## src/rtl/mldsa_pkg.sv

```systemverilog
// Shared ML-DSA constants and the ExpandS sampler state encoding.
package mldsa_pkg;

    localparam int          N    = 256;          // coefficients per polynomial
    localparam logic [22:0] Q    = 23'd8380417;  // ML-DSA modulus

    // Encodings of the sampler's eta_sel input.
    localparam logic ETA2 = 1'b0;
    localparam logic ETA4 = 1'b1;

    typedef enum logic [1:0] {
        IDLE = 2'd0,
        LOAD = 2'd1,
        SCAN = 2'd2,
        DONE = 2'd3
    } sampler_state_e;

endpackage

```

## src/rtl/rej_eta_map.sv

```systemverilog
// Combinational nibble-to-coefficient map for the eta rejection sampler.
// Produces the accept flag and the coefficient already reduced mod Q.
module rej_eta_map
    import mldsa_pkg::*;
(
    input  logic [3:0]  nibble,
    input  logic        eta_sel,
    output logic        accept,
    output logic [22:0] coeff
);

    logic [2:0] mag;
    logic       neg;

    // Decode the nibble into sign/magnitude, then fold negatives into Q + value.
    always_comb begin
        // NOTE: every signal gets a default first so no path leaves it unassigned and infers a latch.
        accept = 1'b0;
        mag    = 3'd0;
        neg    = 1'b0;
        case (eta_sel)
            ETA2: begin
                accept = (nibble < 4'd15);
                // value = 2 - (b mod 5)
                case (nibble)
                    4'd0, 4'd5, 4'd10: mag = 3'd2;
                    4'd1, 4'd6, 4'd11: mag = 3'd1;
                    4'd2, 4'd7, 4'd12: mag = 3'd0;
                    4'd3, 4'd8, 4'd13: begin mag = 3'd1; neg = 1'b1; end
                    4'd4, 4'd9, 4'd14: begin mag = 3'd2; neg = 1'b1; end
                    default:           mag = 3'd0;
                endcase
            end
            ETA4: begin
                accept = (nibble < 4'd9);
                // value = 4 - b; rejected nibbles produce don't-care magnitudes
                if (nibble <= 4'd4) begin
                    mag = 3'(4'd4 - nibble);
                end else begin
                    mag = 3'(nibble - 4'd4);
                    neg = 1'b1;
                end
            end
            default: ;
        endcase
        coeff = neg ? (Q - {20'd0, mag}) : {20'd0, mag};
    end

endmodule

```

## src/rtl/rej_eta_sampler.sv

```systemverilog
// ML-DSA ExpandS rejection sampler: scans 64-bit squeeze words one nibble
// per cycle and emits the 256 coefficients of one polynomial in [-eta, eta].
module rej_eta_sampler
    import mldsa_pkg::*;
(
    input  logic        clk,
    input  logic        reset,
    input  logic        start,
    input  logic        eta_sel,
    input  logic [63:0] in_data,
    input  logic        in_valid,
    output logic        in_ready,
    output logic [22:0] coeff,
    output logic        coeff_valid,
    output logic [7:0]  coeff_idx,
    output logic        busy,
    output logic        done
);

    localparam logic [8:0] COUNT_FULL = 9'(N);

    sampler_state_e state_q, state_d;
    logic           eta_q;
    logic [63:0]    word_q;
    logic [3:0]     ptr_q;
    logic [8:0]     count_q, count_d;
    logic [3:0]     nibble;
    logic           map_accept;
    logic [22:0]    map_coeff;
    logic           scan_emit;

    assign nibble = word_q[{ptr_q, 2'b00} +: 4];

    rej_eta_map u_map (
        .nibble  (nibble),
        .eta_sel (eta_q),
        .accept  (map_accept),
        .coeff   (map_coeff)
    );

    // Once the count hits N the remaining nibbles of the word are ignored.
    assign scan_emit = (state_q == SCAN) && (count_q != COUNT_FULL) && map_accept;
    assign count_d   = count_q + {8'd0, scan_emit};

    // State register with synchronous active-low reset.
    always_ff @(posedge clk) begin
        // NOTE: sequential state uses non-blocking assignments so every flop samples pre-edge values.
        if (!reset) state_q <= IDLE;
        else        state_q <= state_d;
    end

    // Next-state logic plus the state-decoded handshake and status outputs.
    always_comb begin
        state_d  = state_q;
        in_ready = 1'b0;
        done     = 1'b0;
        busy     = (state_q != IDLE);
        unique case (state_q)
            IDLE: if (start) state_d = LOAD;
            LOAD: begin
                in_ready = 1'b1;
                if (in_valid) state_d = SCAN;
            end
            SCAN: begin
                // Completion is taken the cycle after the last accept so done
                // lands one cycle after the final coeff_valid.
                if (count_q == COUNT_FULL)                     state_d = DONE;
                else if (ptr_q == 4'd15 && count_d != COUNT_FULL) state_d = LOAD;
            end
            DONE: begin
                done    = 1'b1;
                state_d = IDLE;
            end
            default: state_d = IDLE;
        endcase
    end

    // Datapath: latched eta, word register, nibble pointer, count and output registers.
    always_ff @(posedge clk) begin
        if (!reset) begin
            // NOTE: the word register is cleared on reset so a half-scanned word never leaks into the next run.
            eta_q       <= ETA2;
            word_q      <= '0;
            ptr_q       <= '0;
            count_q     <= '0;
            coeff       <= '0;
            coeff_idx   <= '0;
            coeff_valid <= 1'b0;
        end else begin
            coeff_valid <= scan_emit;
            if (state_q == IDLE && start) begin
                eta_q   <= eta_sel;
                count_q <= '0;
            end
            if (state_q == LOAD && in_valid) begin
                word_q <= in_data;
                ptr_q  <= '0;
            end
            if (state_q == SCAN) ptr_q <= ptr_q + 4'd1;
            if (scan_emit) begin
                coeff     <= map_coeff;
                coeff_idx <= count_q[7:0];
                count_q   <= count_d;
            end
        end
    end

endmodule

```

## config.mk

```make
export PLATFORM = sky130hd
export DESIGN_NAME = rej_eta_sampler
export DESIGN_NICKNAME = d
export VERILOG_FILES = /design/src/rtl/mldsa_pkg.sv /design/src/rtl/rej_eta_map.sv /design/src/rtl/rej_eta_sampler.sv
export SDC_FILE = /design/constraint.sdc
export NUM_CORES = 1
export LEC_CHECK = 0
export BUFFER_PORTS_ARGS = -buffer_cell sky130_fd_sc_hd__buf_2
export CORE_MARGIN = 5
export CORE_UTILIZATION = 40
export CTS_CLUSTER_SIZE = 24
export DETAILED_ROUTE_END_ITERATION = 8
export GPL_ROUTABILITY_DRIVEN = 0
export HOLD_SLACK_MARGIN = 0.03
export PLACE_DENSITY = 0.63
export SETUP_SLACK_MARGIN = 0.3
export SLEW_MARGIN = 10
export SYNTH_ARGS = -nofsm -noshare
export SYNTH_HDL_FRONTEND = slang
export SYNTH_SLANG_ARGS = --single-unit
```

## constraint.sdc

```tcl
create_clock -name clk -period 5.8 [get_ports clk]
set_input_delay 1.16 -clock clk [delete_from_list [all_inputs] [get_ports clk]]
set_output_delay 1.16 -clock clk [all_outputs]
set_load 0.02 [all_outputs]
```

After elaboration in Yosys (flattened, before gate mapping)
Cells that the tools add are included.

Bits in registers: 112. Input port bits: 69. Output and inout bits: 35. Word-level logic and storage cells: 72.

$add $sub $neg: 5. Shift operators: 1. Order comparisons: 3. Reductions and logical operators: 14. Bitwise operators: 1. Equal/unequal tests: 21. Muxes and demuxes: 19.

Operators with widths (number): variable part select 64 x 7 -> 4 bit (1); equality test 4 bit, second input constant (7); 2-to-1 mux 23 bit (1); 2-to-1 mux 9 bit (2); inequality test 9 bit, second input constant (2); OR reduction 6 bit (3); subtractor 14 x 4 -> 15 bit, first input constant (1); equality test 4 x 3 -> 1 bit, second input constant (3); adder 9 x 1 -> 9 bit (1); equality test 9 bit, second input constant (1); less-than comparator 4 bit, second input constant (2); 2-to-1 mux 2 bit (4); 2-to-1 mux 4 bit (2); one-hot mux 2 bit (4 select lines) (1); one-hot mux 3 bit (2 select lines) (1); nonzero test 2 bit (3); logical AND 1 bit (5); adder 4 x 1 -> 4 bit, second input constant (1); equality test 2 bit, second input constant (2); equality test 4 x 1 -> 1 bit, second input constant (1); equality test 4 x 2 -> 1 bit, second input constant (1); <= comparator 4 x 3 -> 1 bit, second input constant (1); zero test 4 bit (1); 2-to-1 mux 1 bit (4); other kinds (11) (13).

Logic depth before layout (Yosys ltp)
Gate-level depths: netlist (run 1).

Depth after elaboration: 10. Gate-level depth with buffers: 20. Mapped depth without buffers: 17.

By module
Synthesis (run 1) repeated with hierarchy kept, for this count alone.

Cell total of the unflattened synthesis: 639. Area, all modules: 5477.8 um^2.

Modules (own cells, without submodules): rej_eta_sampler (seq. area each 2242.2 um^2, area an instance 5023.6 um^2, instances 1, cells each 578); rej_eta_map (seq. area each 0.0 um^2, area an instance 454.2 um^2, instances 1, cells each 61).

Worst setup path before layout (run 1)
No wires, ideal clock.

Kind: flip-flop to flip-flop. From: register ptr_q[0]. To: register state_q[1]. Path buffers: 3. Path slack: 1.221 ns. Required time: 5.685 ns. Library setup time: 0.115 ns. Cell stages (with the launch flop): 21. Data arrival time: 4.465 ns. Period minus slack after synthesis: 4.579 ns. Cells stage by stage: dfxtp_1 buf_2 clkbuf_1 mux4_2 mux4_2 inv_1 ha_1 inv_1 o21ai_1 a21boi_1 nor2_1 buf_2 ha_1 ha_1 and3_1 nand3_1 xor2_1 o22ai_1 a31oi_1 a21oi_1 o21a_1.

Longest elaborated chain between the ends: 9. Elaborated cells on any way between the ends: 11. Classes of those cells: 1 x add/sub; 2 x order compare; 3 x eq/ne; 1 x shift; 1 x mux; 3 x reduce/logical.

RTL lines: start, declared (RTL line rej_eta_sampler.sv:25) `logic [3:0] ptr_q;`; start signal, assigned (RTL line rej_eta_sampler.sv:99) `if (state_q == SCAN) ptr_q <= ptr_q + 4'd1;`; variable part select 64 x 7 -> 4 bit * (RTL line rej_eta_sampler.sv:32) `assign nibble = word_q[{ptr_q, 2'b00} +: 4];`; less-than comparator 4 bit, on equally long branches (RTL line rej_eta_map.sv:35, rej_eta_map.sv:23); one-hot mux 1 bit (2 select lines) * (RTL line rej_eta_map.sv:21) `case (eta_sel)`; logical AND 1 bit * (RTL line rej_eta_sampler.sv:42) `assign scan_emit = (state_q == SCAN) && (count_q != COUNT_FULL) && map_accept;`; net scan_emit (RTL line rej_eta_sampler.sv:30) `logic scan_emit;`; adder 9 x 1 -> 9 bit * (RTL line rej_eta_sampler.sv:43) `assign count_d = count_q + {8'd0, scan_emit};`; inequality test 9 bit * (RTL line rej_eta_sampler.sv:68) `else if (ptr_q == 4'd15 && count_d != COUNT_FULL) state_d = LOAD;`; logical AND 1 bit * (RTL line rej_eta_sampler.sv:68); inequality test 3 x 1 -> 1 bit (no line) *; AND reduction 3 bit (no line) *; end signal, assigned (RTL line rej_eta_sampler.sv:49) `else state_q <= state_d;`; end, declared (RTL line rej_eta_sampler.sv:22) `sampler_state_e state_q, state_d;`.

The timed path passes the listed nets; every way through them passes the cells marked *. A chain may end at the register's enable or synchronous reset.

Worst setup path in the final report (run 1)
From: register ptr_q[0]. To: register state_q[1].

Longest elaborated chain between the ends: 9. Elaborated cells on any way between the ends: 11. Classes of those cells: 1 x add/sub; 2 x order compare; 3 x eq/ne; 1 x shift; 1 x mux; 3 x reduce/logical.

RTL lines (RTL line): variable part select 64 x 7 -> 4 bit (rej_eta_sampler.sv:32); less-than comparator 4 bit, on equally long branches (rej_eta_map.sv:35, rej_eta_map.sv:23); one-hot mux 1 bit (2 select lines) (rej_eta_map.sv:21); logical AND 1 bit (rej_eta_sampler.sv:42); adder 9 x 1 -> 9 bit (rej_eta_sampler.sv:43); inequality test 9 bit (rej_eta_sampler.sv:68); logical AND 1 bit * (rej_eta_sampler.sv:68); inequality test 3 x 1 -> 1 bit (no line) *; AND reduction 3 bit (no line) *.

Every way passes the cells marked *; elsewhere a longest branch is shown, timed or not.

==> flow_metrics.env, run 1 <==
export IMPL_cts_tree="done"
export IMPL_met2_usage=0.262
export IMPL_syn_nets=639
export IMPL_synthTopCellsByArea="dfxtp_1 39%, nand2_1 12%, mux4_2 10%"
export IMPL_cts_buffers=9
export IMPL_finalPower_uw=1440
export IMPL_start_util=0.408
export IMPL_fmax_mhz=209
export IMPL_crit_chain="mux4_2, mux4_2, inv_1, ha_1, inv_1, o21ai_1, a21boi_1, nor2_1, ha_1, ha_1, and3_1, nand3_1, xor2_1, o22ai_1, a31oi_1, a21oi_1, o21a_1"
export IMPL_end_kind="flip-flop"
export IMPL_dpl_cell_area_mm2=0.00538
export IMPL_seq_area_frac_synth=0.386
export IMPL_critPathMaxStageDelay_ns=0.91
export IMPL_drtPass1Iterations=5
export IMPL_whs_ns=0.463
export IMPL_min_period_ns=4.78
export IMPL_hold_viol_final=0
export IMPL_antenna_found_initial=0
export IMPL_grt_pass1_wl_mm=19.8
export IMPL_fillers=1199
export IMPL_clockBufferDepth=2
export IMPL_synth_top_family_by_area="simple AND/OR/NAND/NOR gates"
export IMPL_ys_flop_type="dfxtp_1"
export IMPL_tns_ns=0
export IMPL_drt_initial_drc_count=198
export IMPL_drcViolationCount=0
export IMPL_viasPerCell=5.16
export IMPL_synth_edf_count=0
export IMPL_clock_sinks=95
export IMPL_cpMaxStageDelayCell="dfxtp_1"
export IMPL_vias=4090
export IMPL_use_met3=0.0406
export IMPL_busiest_layer="met2"
export IMPL_ant_nets=0
export IMPL_yosysTopAreaCell="dfxtp_1"
export IMPL_diodes=0
export IMPL_async_flop_share=0
export IMPL_seqPwrFrac=0.489
export IMPL_synthAdderAreaFrac=0.0229
export IMPL_slew_headroom=0.297
export IMPL_synth_seq_cells=95
export IMPL_first_global_vias=3981
export IMPL_final_cell_mix="155 x nand2_1, 103 x buf_2, 95 x dfxtp_1, 65 x a21boi_0, 22 x mux4_2"
export IMPL_dp_hpwl_mm=8.84
export IMPL_dieArea_mm2=0.0146
export IMPL_p_per_area_mw_per_mm2=256
export IMPL_avgSynthCellArea_um2=8.77
export IMPL_ioPinCount=104
export IMPL_p_leak_uw=0.00218
export IMPL_die_y_um=121
export IMPL_final_area_mm2=0.00565
export IMPL_cp_required_ns=6.04
export IMPL_finish_utilization=0.469
export IMPL_clk_root_buffer_cell="clkbuf_16"
export IMPL_p_int_uw=1060
export IMPL_finalNetCount=699
export IMPL_layout_commonest_cell="nand2_1"
export IMPL_synth_top_area_frac=0.386
export IMPL_grt_start_max_net_pins=66
export IMPL_setup_violations=0
export IMPL_maxSlewViolCount=0
export IMPL_yosys_area_share_xor_xnor=0.0160
export IMPL_grt_usage=0.168
export IMPL_core_mm2=0.0121
export IMPL_maxCapViolations=0
export IMPL_crit_type="flip-flop to flip-flop"
export IMPL_path_common_cell="ha_1"
export IMPL_fin_crit_sh=0.823
export IMPL_synth_cell_types=47
export IMPL_worstHoldPathType="flip-flop to flip-flop"
export IMPL_p_switching_uw=382
export IMPL_power_frac_clock=0.382
export IMPL_cts_resized=0
export IMPL_arrival_ns=5.02
export IMPL_syn_inst=561
export IMPL_synth_compound_area_frac=0.175
export IMPL_yosys_area_share_simple=0.193
export IMPL_cts_setup_buffers=0
export IMPL_rsz0062_at_grt="no"
export IMPL_max_vdd_ir_drop_v=0.000114
export IMPL_tightest_slew_ns=1.05
export IMPL_clkTransAtPathRegs_ns=0.07
export IMPL_globalRouteOverflowTotal=0
export IMPL_yosysWarnings=0
export IMPL_rrSetupSlack_ns=1.02
export IMPL_clk_latency_ns=0.34
export IMPL_syn_area_mm2=0.00492
export IMPL_wire_per_inst_um=15.2
export IMPL_grt_use_met1=0.235
export IMPL_cp_start_kind="flip-flop"
export IMPL_p_comb_frac=0.129
export IMPL_cts_hold_buf=0
export IMPL_p_sw_frac=0.264
export IMPL_synth_mux_area_frac=0.138
export IMPL_routed_wl_mm=12.0
export IMPL_drive_gt1_frac=0.240
export IMPL_ctsHtreeMaxLevel=3
export IMPL_run_status="finished, final reports clean"
export IMPL_io_buffer_count=103
export IMPL_fp_row_count=40
export IMPL_synthToLayoutAreaGrowth_pct=14.8
export IMPL_crit_fanout=20
export IMPL_clock_skew_ns=0.0129
export IMPL_die_w_um=121
[power groups by stage]
stage / Clock (uW) / Sequential (uW) / Combinational (uW)
floorplan: 0 / 708 / 141
global placement: 0 / 721 / 183
detailed placement: 0 / 722 / 187
CTS: 561 / 707 / 188
global route: 592 / 711 / 208
finish: 551 / 707 / 186
[sequential cells by signal, summed over array words and instances, names as in the netlist]
| name | cells |
|---|---|
| coeff | 6 |
| coeff_idx | 8 |
| coeff_valid | 1 |
| count_q | 9 |
| eta_q | 1 |
| ptr_q | 4 |
| state_q | 2 |
| word_q | 64 |
[cell type report]
type / instances / area, um^2 / area share
Tap cell: 168 / 210 / 0.0372
Timing Repair Buffer: 107 / 546 / 0.0965
Multi-Input combinational cell: 398 / 2680 / 0.475
Sequential cell: 95 / 1900 / 0.337
Clock inverter: 4 / 30.0 / 0.00531
Clock buffer: 11 / 243 / 0.0429
Inverter: 10 / 37.5 / 0.00664
[per-layer routing]
metal	wire length, um	part of all wire
met1	5800	0.48
met4	134	0.011
met2	5430	0.45
met3	648	0.054
met5	0	0
[per-stage QoR]
stage / setup WS, ns / cells
floorplan: 1.22 / 561
global placement: 1.22 / 778
detailed placement: 1.06 / 778
CTS: 1.02 / 793
global route: 0.524 / 793
finish: 1.02 / 793
[Yosys cell counts (2+ instances only)]
master	instances
nand2_1	156
dfxtp_1	95
a21boi_0	65
clkbuf_1	32
mux4_2	22
buf_4	18
mux2i_1	15
nor2b_1	14
o21ai_0	12
nand3_1	11
inv_1	10
nor2_1	10
ha_1	9
o22ai_1	7
a31oi_1	6
nand2b_1	6
o211ai_1	5
xor2_1	5
a21oi_1	4
and2_1	4
buf_1	4
nor3_1	4
o21ai_1	4
xnor2_1	4
a21boi_1	3
a21o_1	3
mux2_2	3
nand3b_1	3
nor4_1	3
o21a_1	3
a211oi_1	2
a221oi_1	2
buf_2	2
buf_6	2
[worst paths after layout]
kind | start | end | depth (start not counted)
setup / recovery | ptr_q[0] | state_q[1] | 17
hold / removal | word_q[62] | word_q[62] | 2
setup reg to reg | ptr_q[0] | state_q[1] | 17
hold reg to reg | word_q[62] | word_q[62] | 2
[critical path: cells and delay by family (launching register included)]
| kind | cells | cell delay (ns) |
|---|---|---|
| simple gates | 3 | 0.60 |
| flops | 1 | 0.91 |
| fa+ha+maj | 3 | 0.73 |
| compound gates | 6 | 0.82 |
| xor+xnor | 1 | 0.22 |
| mux | 2 | 1.14 |
| buf+inv | 2 | 0.25 |
[logic make-up after synthesis]
logic type	count (synthesis)
multiplexers	40
buffers and inverters	68
AND/OR/NAND/NOR	218
adder cells (fa/ha/maj)	9
AO/OA/AOI/OAI	122
XOR/XNOR	9
flip-flops	95
Power figures use the tool's default switching activity.
==> inputs of run 2 (changes only) <==
--- a/config.mk
+++ b/config.mk
@@ -12,7 +12,7 @@
 export DETAILED_ROUTE_END_ITERATION = 8
 export GPL_ROUTABILITY_DRIVEN = 0
 export HOLD_SLACK_MARGIN = 0.03
-export PLACE_DENSITY = 0.63
+export PLACE_DENSITY = 0.65
 export SETUP_SLACK_MARGIN = 0.3
 export SLEW_MARGIN = 10
 export SYNTH_ARGS = -nofsm -noshare
==> constraint.sdc (replaced) <==
create_clock -name clk -period 4.1 [get_ports clk]
set_input_delay 0.82 -clock clk [delete_from_list [all_inputs] [get_ports clk]]
set_output_delay 0.82 -clock clk [all_outputs]
set_load 0.02 [all_outputs]
==> run 2 against run 1 <==
Register-to-register slack got worse by 0.65 ns; worst hold slack barely moved; clock power rose by 54%; sequential power rose by 41%; power rose by 47%; critical path depth rose by 1; critical endpoint unchanged; largest power group unchanged; highest routed layer unchanged.
==> flow_metrics.env, run 2 (synthesis gave the netlist of run 1 again) <==
export IMPL_synthToLayoutAreaGrowth_pct=20.1
export IMPL_path_buf_inv=4
export IMPL_antenna_found_initial=0
export IMPL_ant_nets=0
export IMPL_max_vdd_ir_drop_v=0.000212
export IMPL_clock_sinks=95
export IMPL_largest_reg_flops=64
export IMPL_maxSlewViolCount=0
export IMPL_dp_hpwl_mm=9.26
export IMPL_core_mm2=0.0121
export IMPL_layout_commonest_cell="nand2_1"
export IMPL_viasPerCell=5.14
export IMPL_grt_start_max_net_pins=66
export IMPL_crit_type="flip-flop to flip-flop"
export IMPL_diodes=0
export IMPL_p_leak_uw=0.00226
export IMPL_use_met3=0.0368
export IMPL_ctsHtreeMaxLevel=3
export IMPL_cp_start_kind="flip-flop"
export IMPL_critPathMaxStageDelay_ns=0.51
export IMPL_busiest_layer="met2"
export IMPL_finalNetCount=715
export IMPL_grt_pass1_wl_mm=20.4
export IMPL_slew_headroom=0.219
export IMPL_maxCapViolations=0
export IMPL_tightest_slew_ns=1.17
export IMPL_clock_skew_ns=0.00753
export IMPL_rsz0062_at_grt="yes"
export IMPL_reg_top3="word_q x64, count_q x9, coeff_idx x8"
export IMPL_grt_use_met1=0.226
export IMPL_worstHoldPathType="flip-flop to flip-flop"
export IMPL_globalRouteOverflowTotal=0
export IMPL_ioPinCount=104
export IMPL_cp_required_ns=4.35
export IMPL_cts_hold_buf=0
export IMPL_die_w_um=121
export IMPL_clk_latency_ns=0.35
export IMPL_run_status="finished, final reports clean"
export IMPL_fp_row_count=40
export IMPL_critical_path_top_delay_family="multiplexers"
export IMPL_drtPass1Iterations=5
export IMPL_crit_fanout=6
export IMPL_met2_usage=0.291
export IMPL_min_period_ns=3.73
export IMPL_cpMaxStageDelayCell="mux4_2"
export IMPL_cts_tree="done"
export IMPL_io_buffer_count=103
export IMPL_clk_root_buffer_cell="clkbuf_16"
export IMPL_arrival_ns=3.98
export IMPL_first_global_vias=4056
export IMPL_wire_per_inst_um=15.7
export IMPL_die_y_um=121
export IMPL_routed_wl_mm=12.7
export IMPL_p_per_area_mw_per_mm2=360
export IMPL_finish_utilization=0.490
export IMPL_clockBufferDepth=2
export IMPL_clkTransAtPathRegs_ns=0.07
export IMPL_cts_buffers=9
export IMPL_fmax_mhz=268
export IMPL_drive_gt1_frac=0.285
export IMPL_crit_chain="buf_6, mux4_2, mux4_2, inv_2, ha_4, inv_4, o21ai_4, a21boi_4, nor2_4, ha_4, ha_4, and3_4, nand3_4, buf_4, xor2_1, a31oi_1, a21oi_1, o21a_1"
export IMPL_drcViolationCount=0
export IMPL_dieArea_mm2=0.0146
export IMPL_setup_violations=0
export IMPL_drt_initial_drc_count=239
export IMPL_fin_crit_sh=0.909
export IMPL_regMostFlops="word_q"
export IMPL_end_kind="flip-flop"
export IMPL_hold_viol_final=0
export IMPL_vias=4160
export IMPL_tns_ns=0
export IMPL_path_common_cell="ha_4"
export IMPL_grt_usage=0.176
export IMPL_final_cell_mix="154 x nand2_1, 103 x buf_2, 93 x dfxtp_1, 65 x a21boi_0, 22 x mux4_2"
export IMPL_start_util=0.408
## run 2: cell types whose count changed in the layout (fill, tap and decap cells not counted), moves of 2 or more
cell / delta
inv_1: -2
nand3_1: -2
nor2_1: -2
ha_4: +3
buf_4: +15
ha_1: -4
dfxtp_1: -2
## run 2: path summary, 6_finish.rpt
kind / cells after the start / slack [ns] / startpoint / end
worst max-delay path: 18 / 0.37 / ptr_q[0] / state_q[1]
worst min-delay path: 2 / 0.46 / word_q[21] / word_q[21]
worst max register to register: 18 / 0.37 / ptr_q[0] / state_q[1]
worst min register to register: 2 / 0.46 / word_q[21] / word_q[21]
## run 2: repair_timing
action                                  4_1_cts  5_1_grt
gates resized for setup                       3        9
pin swaps                                     2        6
buffers inserted                              3       11
cloned                                        0        0
endpoints found under the setup margin        2        2
## run 2: routing by layer
metal	up-vias	wire (um)
met5	-	0
met4	0	236
met3	17	596
met2	121	6180
met1	1954	5710
li1	2068	-
## run 2: final cells by class
type                    count  area [um^2]
clock buffers              11          243
clock inverters             4         53.8
fillers                  1162         6150
inverters                  10         40.0
multi-input cells         398         2790
flip-flops and latches     95         1910
well taps                 168          210
repair buffers            123          669
## run 2: power breakdown
part           switching (uW)  internal (uW)  total (uW)
logic                     160            125         285
registers                36.6            961         997
clock network             358            488         846
total                     555           1570        2130
## run 2: worst register-to-register path: stages (launching register included)
cell,delay (ns)
dfxtp_4,0.40
buf_6,0.14
mux4_2,0.51
mux4_2,0.51
inv_2,0.10
ha_4,0.17
inv_4,0.06
o21ai_4,0.14
a21boi_4,0.10
nor2_4,0.15
ha_4,0.18
ha_4,0.14
and3_4,0.21
nand3_4,0.08
buf_4,0.17
xor2_1,0.14
a31oi_1,0.19
a21oi_1,0.10
o21a_1,0.16
## run 2: through the flow
stage	worst slack, ns	hold slack [ns]	std cells	cell area [um^2]	power (uW)
floorplan	0.249	0.440	561	5020	1210
global placement	0.270	0.457	780	5460	1280
detailed placement	0.161	0.459	780	5460	1290
CTS	0.303	0.468	798	5790	2140
global route	0.213	0.493	809	5910	2210
finish	0.372	0.463	809	5910	2130
==> inputs of run 3 (changes only) <==
--- a/config.mk
+++ b/config.mk
@@ -5,14 +5,14 @@
 export SDC_FILE = /design/constraint.sdc
 export NUM_CORES = 1
 export LEC_CHECK = 0
-export BUFFER_PORTS_ARGS = -buffer_cell sky130_fd_sc_hd__buf_2
 export CORE_MARGIN = 5
 export CORE_UTILIZATION = 40
 export CTS_CLUSTER_SIZE = 24
 export DETAILED_ROUTE_END_ITERATION = 8
+export DONT_BUFFER_PORTS = 1
 export GPL_ROUTABILITY_DRIVEN = 0
 export HOLD_SLACK_MARGIN = 0.03
-export PLACE_DENSITY = 0.65
+export PLACE_DENSITY = 0.66
 export SETUP_SLACK_MARGIN = 0.3
 export SLEW_MARGIN = 10
 export SYNTH_ARGS = -nofsm -noshare
==> run 3 against run 2 <==
Clock power up 17%; clock skew up 0.0022 ns; global-route usage down 0.33 points; critical endpoint is now state_q[0]; non-clock buffer count down 106; final cell count down 13%; largest power group unchanged; register-to-register slack worse by 0.08 ns.
==> flow_metrics.env, run 3 (synthesis gave the netlist of run 1 again) <==
export IMPL_ant_nets=0
export IMPL_run_status="finished, final reports clean"
export IMPL_cts_tree="done"
export IMPL_seqPwrFrac=0.456
export IMPL_first_global_vias=3679
export IMPL_regMostFlops="word_q"
export IMPL_synthToLayoutAreaGrowth_pct=10.7
export IMPL_crit_chain="buf_6, mux4_2, mux4_2, inv_2, ha_4, inv_4, o21ai_2, a21boi_2, nor2_2, ha_4, nand3_4, or2_4, and2_4, nor4_4, a31oi_1, buf_4, nor2_2, nor2_1"
export IMPL_power_frac_clock=0.447
export IMPL_antenna_found_initial=0
export IMPL_viasPerCell=5.40
export IMPL_clockBufferDepth=2
export IMPL_cp_required_ns=4.35
export IMPL_clock_sinks=95
export IMPL_core_mm2=0.0121
export IMPL_wire_per_inst_um=17.5
export IMPL_fillers=1149
export IMPL_end_kind="flip-flop"
export IMPL_clk_latency_ns=0.36
export IMPL_final_cell_mix="155 x nand2_1, 91 x dfxtp_1, 65 x a21boi_0, 22 x mux4_2, 15 x mux2i_1"
export IMPL_min_period_ns=3.81
export IMPL_max_vdd_ir_drop_v=0.000241
export IMPL_diodes=0
export IMPL_ioPinCount=104
export IMPL_slew_headroom=0.227
export IMPL_grt_usage=0.172
export IMPL_fp_row_count=40
export IMPL_p_int_uw=1670
export IMPL_rsz0062_at_grt="yes"
export IMPL_io_buffer_count=0
export IMPL_tns_ns=0
export IMPL_clock_skew_ns=0.00976
export IMPL_die_w_um=121
export IMPL_dp_hpwl_mm=8.87
export IMPL_hold_viol_final=0
export IMPL_critPathMaxStageDelay_ns=0.52
export IMPL_p_comb_frac=0.097
export IMPL_arrival_ns=4.06
export IMPL_maxCapViolations=0
export IMPL_maxSlewViolCount=0
export IMPL_tightest_slew_ns=1.16
export IMPL_drcViolationCount=0
export IMPL_fmax_mhz=262
export IMPL_largest_reg_flops=64
export IMPL_grt_start_max_net_pins=100
export IMPL_worstHoldPathType="flip-flop to flip-flop"
export IMPL_p_per_area_mw_per_mm2=407
export IMPL_crit_type="flip-flop to flip-flop"
export IMPL_vias=3801
export IMPL_fin_cells=704
export IMPL_die_y_um=121
export IMPL_reg_top3="word_q x64, count_q x9, coeff_idx x8"
export IMPL_dieArea_mm2=0.0146
export IMPL_critical_path_top_delay_family="simple AND/OR/NAND/NOR gates"
export IMPL_clk_root_buffer_cell="clkbuf_16"
export IMPL_ctsHtreeMaxLevel=3
export IMPL_cp_start_kind="flip-flop"
export IMPL_drt_initial_drc_count=185
export IMPL_cpMaxStageDelayCell="mux4_2"
export IMPL_globalRouteOverflowTotal=0
export IMPL_layout_commonest_cell="nand2_1"
export IMPL_routed_wl_mm=12.3
export IMPL_path_buf_inv=4
export IMPL_cts_buffers=9
export IMPL_clkTransAtPathRegs_ns=0.07
export IMPL_start_util=0.408
export IMPL_p_leak_uw=0.00184
export IMPL_drtPass1Iterations=5
export IMPL_p_switching_uw=545
export IMPL_setup_violations=0
export IMPL_fin_crit_sh=0.929
export IMPL_drive_gt1_frac=0.153
export IMPL_crit_fanout=5
export IMPL_placedCellCount=677
export IMPL_grt_pass1_wl_mm=19.6
export IMPL_p_sw_frac=0.246
export IMPL_finalNetCount=609
==> run 3: metrics by stage <==
stage | hold slack [ns] | total power, uW | instance area [um^2] | util | setup WS [ns]
global placement | 0.450 | 1230 | 4950 | 0.410 | 0.310
global route | 0.502 | 2310 | 5450 | 0.452 | 0.158
CTS | 0.462 | 2230 | 5330 | 0.442 | 0.304
detailed placement | 0.453 | 1240 | 4950 | 0.410 | 0.212
finish | 0.457 | 2220 | 5450 | 0.452 | 0.290
floorplan | 0.440 | 1210 | 5020 | - | 0.249
==> run 3: worst min-delay path: cells and delay by family (launching register included) <==
kind / cells / cell delay [ns]
DFF: 1 / 0.30
and+or+nand+nor: 1 / 0.04
AOI/OAI and AO/OA: 1 / 0.06
==> run 3: metal layers <==
| metal | share of wire | vias to the layer above | global-route usage |
|---|---|---|---|
| li1 | - | 1865 | - |
| met1 | 0.44 | 1816 | 0.224 |
| met2 | 0.48 | 105 | 0.272 |
| met3 | 0.066 | 15 | 0.0527 |
| met4 | 0.014 | 0 | 0.0588 |
| met5 | 0 | - | 0 |
==> run 3: path summary, 6_finish.rpt <==
check        startpoint         end  slack [ns]  depth (start not counted)
max            ptr_q[0]  state_q[0]        0.29                         18
min          word_q[57]  word_q[57]        0.46                          2
max reg2reg    ptr_q[0]  state_q[0]        0.29                         18
min reg2reg  word_q[57]  word_q[57]        0.46                          2
==> run 3: layout make-up <==
type                            instances  area [um^2]  share of cell area
Multi-Input combinational cell        398         2790               0.511
Sequential cell                        95         1910               0.350
Clock buffer                           10          239              0.0439
Tap cell                              168          210              0.0386
Timing Repair Buffer                   17          148              0.0271
Clock inverter                          6          115              0.0211
Inverter                               10         40.0             0.00735
==> run 3: power by group through the flow <==
stage                     registers, uW  logic, uW  clock network [uW]
after CTS                          1010        209                1010
after detailed placement           1030        204                   0
after floorplan                    1000        206                   0
after global routing               1020        240                1050
after global placement             1030        195                   0
final                              1010        215                 991
==> run 3: what timing repair did <==
action	4_1_cts	5_1_grt
buffers inserted	2	9
endpoints found under the setup margin	2	2
resized for setup	4	11
cloned	0	0
hold buffers	0	0
pin swaps	2	9
